### src/rtl/alu_pipe_pkg.sv
// alu_pipe_pkg: opcodes and flag bit positions shared by the ALU pipeline
package alu_pipe_pkg;
  typedef enum logic [2:0] {
    OP_ADC = 3'd0,
    OP_ADD = 3'd1,
    OP_SUB = 3'd2,
    OP_SBC = 3'd3,
    OP_AND = 3'd4,
    OP_OR  = 3'd5,
    OP_XOR = 3'd6,
    OP_SHR = 3'd7
  } op_e;
  localparam int FLG_Z = 3;
  localparam int FLG_N = 2;
  localparam int FLG_C = 1;
  localparam int FLG_V = 0;
endpackage

### src/rtl/alu_pipe_core.sv
// alu_pipe_core: combinational result, flags and carry-update strobe for one op
module alu_pipe_core
  import alu_pipe_pkg::*;
#(
  parameter int W = 8
) (
  input  logic [2:0]   op_i,
  input  logic [W-1:0] a_i,
  input  logic [W-1:0] b_i,
  input  logic         cin_i,
  output logic [W-1:0] y_o,
  output logic [3:0]   flags_o,
  output logic         carry_upd_o
);
  logic [W-1:0] bb;
  logic [W:0]   s;
  logic         arith;
  // subtracts invert B; op[2]=0 selects the adder, op[2]=1 the logic/shift unit
  always_comb begin
    arith = ~op_i[2];
    bb = op_i[1] ? ~b_i : b_i;
    s = {1'b0, a_i} + {1'b0, bb} + {{W{1'b0}}, cin_i};
    y_o = arith ? s[W-1:0] :
          op_i == OP_AND ? a_i & b_i :
          op_i == OP_OR  ? a_i | b_i :
          op_i == OP_XOR ? a_i ^ b_i : {1'b0, a_i[W-1:1]};
    flags_o = '0;
    flags_o[FLG_Z] = y_o == '0;
    flags_o[FLG_N] = y_o[W-1];
    flags_o[FLG_C] = arith ? s[W] : op_i == OP_SHR ? a_i[0] : 1'b0;
    flags_o[FLG_V] = arith & (a_i[W-1] == bb[W-1]) & (y_o[W-1] != a_i[W-1]);
    carry_upd_o = arith | (op_i == OP_SHR);
  end
endmodule

### src/rtl/alu_pipe.sv
// alu_pipe: pipelined ALU with stored carry and valid/ready back-pressure
module alu_pipe
  import alu_pipe_pkg::*;
#(
  parameter int W      = 8,
  parameter int STAGES = 2
) (
  input  logic         clk,
  input  logic         rst,
  input  logic         in_valid,
  output logic         in_ready,
  input  logic [2:0]   op,
  input  logic [W-1:0] a,
  input  logic [W-1:0] b,
  input  logic         ci,
  output logic         out_valid,
  input  logic         out_ready,
  output logic [W-1:0] y,
  output logic [3:0]   flags,
  output logic         carry_q
);
  logic [W-1:0]      cy;
  logic [3:0]        cf;
  logic              cu, cin, carry_d;
  logic [STAGES-1:0] adv;
  logic              v_q [STAGES];
  logic              v_d [STAGES];
  logic [W-1:0]      y_q [STAGES];
  logic [W-1:0]      y_d [STAGES];
  logic [3:0]        f_q [STAGES];
  logic [3:0]        f_d [STAGES];
  assign cin = op == OP_ADD ? ci : op == OP_SUB ? 1'b1 : carry_q;
  alu_pipe_core #(.W(W)) u_core (
    .op_i(op), .a_i(a), .b_i(b), .cin_i(cin),
    .y_o(cy), .flags_o(cf), .carry_upd_o(cu)
  );
  assign in_ready = adv[0];
  assign carry_d = (in_valid & in_ready & cu) ? cf[FLG_C] : carry_q;
  // carry follows every accepted arithmetic/shift op so chained ADC/SBC need no stall
  always_ff @(posedge clk) begin
    if (rst) carry_q <= 1'b0;
    else carry_q <= carry_d;
  end
  for (genvar k = 0; k < STAGES; k++) begin : g_s
    if (k == 0) begin : g_h
      assign v_d[k] = in_valid;
      assign y_d[k] = cy;
      assign f_d[k] = cf;
    end else begin : g_t
      assign v_d[k] = v_q[k-1];
      assign y_d[k] = y_q[k-1];
      assign f_d[k] = f_q[k-1];
    end
    if (k == STAGES - 1) begin : g_l
      assign adv[k] = ~v_q[k] | out_ready;
    end else begin : g_m
      assign adv[k] = ~v_q[k] | adv[k+1];
    end
    // slot loads from its predecessor whenever it is free or its contents move on
    always_ff @(posedge clk) begin
      if (rst) begin
        v_q[k] <= 1'b0;
        y_q[k] <= '0;
        f_q[k] <= '0;
      end else if (adv[k]) begin
        v_q[k] <= v_d[k];
        y_q[k] <= y_d[k];
        f_q[k] <= f_d[k];
      end
    end
  end
  assign out_valid = v_q[STAGES-1];
  assign y = y_q[STAGES-1];
  assign flags = f_q[STAGES-1];
endmodule
### config.mk
export PLATFORM = sky130hd
export DESIGN_NAME = alu_pipe
export DESIGN_NICKNAME = d
export VERILOG_FILES = /design/src/rtl/alu_pipe_pkg.sv /design/src/rtl/alu_pipe_core.sv /design/src/rtl/alu_pipe.sv
export SDC_FILE = /design/constraint.sdc
export NUM_CORES = 1
export LEC_CHECK = 0
export ABC_AREA = 1
export BUFFER_PORTS_ARGS = -buffer_cell sky130_fd_sc_hd__buf_2
export CORE_ASPECT_RATIO = 0.8
export CORE_MARGIN = 8
export CORE_UTILIZATION = 55
export CTS_CLUSTER_SIZE = 40
export DETAILED_ROUTE_END_ITERATION = 6
export PLACE_DENSITY = 0.76
export SYNTH_ARGS = -nofsm -noshare
export SYNTH_HDL_FRONTEND = slang
export SYNTH_SLANG_ARGS = --single-unit
### constraint.sdc
create_clock -name clk -period 4.58 [get_ports clk]
set_clock_uncertainty 0.05 [all_clocks]
set_input_delay 0.687 -clock clk [delete_from_list [all_inputs] [get_ports clk]]
set_output_delay 0.687 -clock clk [all_outputs]
set_load 0.01 [all_outputs]
==> impl_results.md <==
- Remaining global-route overflow: 0
- Vias per Instance: 4.96
- CTS HTree Levels: 1
- TritonCTS buffer count: 3
- Worst-skew pair later-pin latency: 0.27 ns
- Number of synthesized register bits: 25
- GRT Resource Usage Total: 15.7%
- CP endpoint kind: flop
- DIE WIDTH: 86.6 um
- Fmax: 342 MHz
- Clk buf depth: 2
- Setup crit start: op[1]
- Slew Viols, Final: 0
- Total Wirelength: 4620 um
- # rows: 20
- Port bufs: 38
- Multi-input gate area: 1170 um2
- Hold Crit Depth: 2
- Post-Syn Area: 2190 um2
- Vias in the first global route: 1,804
- Leakage power: 0.00134 uW
- CP Cell Sequence: buf_2 -> nand2_1 -> inv_1 -> nor3_1 -> o32ai_1 -> fa_1 -> inv_1 -> fa_1 -> nand3_1 -> nand2_1 -> nand2_1 -> nand2_1 -> nand2_1 -> nand3_1 -> nand2_1 -> inv_1 -> nand2_1 -> nor2_1
- Initial antenna violation count: 0
- Total Nets Final: 376
- RSZ-0062 raised after global routing: no
- Die Ht: 72.5 um
- CTS Sinks: 25
- DRC: 0
- Cells after synthesis: 293
- Worst Path Required: 4.56 ns
- Reg2reg end: f_q[0][3]
- Reg2Reg Launch Point: carry_q
- Post-synth net total: 342
- Io pins: 39
- Reg2reg setup slack: 2.36 ns
- GP Congestion: 0.862
- Period minus WS final: 2.92 ns
- Max cap viols: 0
- Status: finished, final reports clean
- Slew margin rel.: 60.6%
- Final period utilization: 63.8%
- Warnings, synthesis: 0
- Seq/Total Area, Yosys: 33.8%
- Clock Pin Slew Worst Setup and Hold Paths: 0.08 ns
- Drt initial violations: 116
- Die ar.: 6270 um2
- First-pass GRT wire length: 7940 um
- Worst path most repeated cell: nand2_1
- Register area: 741 um2
- Total core area: 3800 um2
- Hold Startpoint: y_q[0][0]
- Reg2Reg Depth: 14
- Worst slew pin tran: 0.590 ns
- Routed Antenna Nets: 0
- Power Density: 247 nW/um2
- Fill count: 376
- Synth-to-Final Area Change: 11.2%
- Pin count of the biggest net entering global routing: 17
- HPWL after detailed placement: 3800 um
- Worst Path Arrival: 2.91 ns
- Hold Crit Class: reg2reg
- Pwr Total: 602 uW
- Initial Util: 57.6%
- Vias: 1,891
- Max FO, Critical Path: 16
- CTS tree: done
- # diodes: 0
- Hold EP: y_q[1][0]
- Setup tns final: 0 ns
- Endpoints failing hold: 0
- Crit Path Category: in2reg
- Root buf cell: clkbuf_8
- Mean post-synth cell area: 7.48 um2
- Post_cts resized: 0
- Final setup violation count: 0
- Crit-path slowest cell: fa_1
- VDD IR max: 0.201 mV
- WL/cell: 12.1 um
- DR pass1 iterations: 4
- Layout cell share with drive strength beyond 1: 16.0%
- Yosys cell types: 32
- Hold-fix buffers, CTS: 0
- Critical Path Start Type: input port
- CP peak stage delay: 0.41 ns
- Setup Fix Bufs, Post-CTS: 0
[stage by stage]
step	setup WS [ns]	cell area, um2	std cells	util, %	hold WS (ns)
floorplan	1.76	2190	293	-	0.469
global placement	1.49	2390	377	62.8	0.481
detailed placement	1.40	2390	377	62.8	0.489
CTS	1.68	2440	381	64.0	0.511
global route	1.43	2440	381	64.0	0.535
finish	1.66	2440	381	64.0	0.505
[layout by cell type, fill, tap and decap left out, types with 2 or more instances in the layout]
master | synthesis | routed
o21ai_1 | 3 | 3
clkbuf_8 | 0 | 3
edfxtp_1 | 24 | 24
nand3_2 | 3 | 3
ha_1 | 23 | 23
nor3_1 | 2 | 2
o21ai_0 | 2 | 2
a21oi_1 | 14 | 14
inv_1 | 55 | 55
buf_2 | 2 | 38
nor2_1 | 45 | 45
nand2_1 | 61 | 61
fa_1 | 2 | 2
o211ai_1 | 2 | 2
xor2_1 | 8 | 8
nand4_1 | 2 | 2
or2_2 | 3 | 3
nand3_1 | 22 | 22
nand3b_1 | 3 | 3
[how the worst max path moves through the flow]
stage	endpoint	slack, ns	depth (start not counted)
after floorplan	f_q[0][3]	1.76	19
after global placement	f_q[0][3]	1.49	18
after detailed placement	f_q[0][3]	1.40	18
after CTS	f_q[0][3]	1.68	18
after global routing	f_q[0][3]	1.43	18
final	f_q[0][3]	1.66	18
[sequential cells by signal, indices dropped and copies added, names as in the netlist]
name and count:
carry_q 1, f_q 8, v_q 2, y_q 14
[synth_stat cells, drive strengths merged]
cell	number	area, um2
nand2	61	229
inv	57	216
nor2	47	195
nand3	25	140
edfxtp	24	721
ha	23	288
a21oi	14	70.1
xor2	8	70.1
buf	7	51.3
o21ai	5	25.0
or2	5	31.3
nand3b	3	22.5
clkbuf	2	8.75
fa	2	40.0
nand4	2	12.5
nor3	2	10.0
o211ai	2	15.0
dfxtp	1	20.0
o21bai	1	7.51
o32ai	1	8.76
xnor2	1	8.76
[layer usage]
layer,vias up,global-route usage [%],routed length (um)
met5,-,0,0
met2,42,25.5,2090
met4,0,2.29,9
met3,2,4.06,295
li1,985,-,-
met1,862,20.7,2220
[critical path: cells and delay by family]
kind	cells	cell delay [ns]
AND/OR/NAND/NOR	11	0.80
buffers and inverters	4	0.60
adder cells (fa/ha/maj)	2	0.65
AO/OA/AOI/OAI	1	0.15
[final cells by class]
| class | instances | area share, % |
|---|---|---|
| sequential | 25 | 30.4 |
| tap | 55 | 2.82 |
| timing repair buffer | 38 | 7.81 |
| inverter | 57 | 8.89 |
| clock inverter | 1 | 0.205 |
| clock buffer | 3 | 1.69 |
| multi-input combinational | 202 | 48.2 |
[cell families (layout without fill, tap and decap cells)]
logic type / after synthesis / count (layout) / share of synthesized area (%)
xor gates and xnor gates: 9 / 9 / 3.60
and+or+nand+nor: 145 / 145 / 29.2
DFF: 25 / 25 / 33.8
AOI/OAI and AO/OA: 23 / 23 / 5.77
adders and majority gates: 25 / 25 / 15.0
buffers and inverters: 66 / 99 / 12.6
[report_power, final]
part	internal, uW	leakage (uW)	switching (uW)	total (uW)
sequential	272	0.000292	5.55	278
combinational	74.1	0.00103	120	194
clock	60.9	0.0000255	69.3	130
Note: power is estimated with default switching activity, not from simulation.
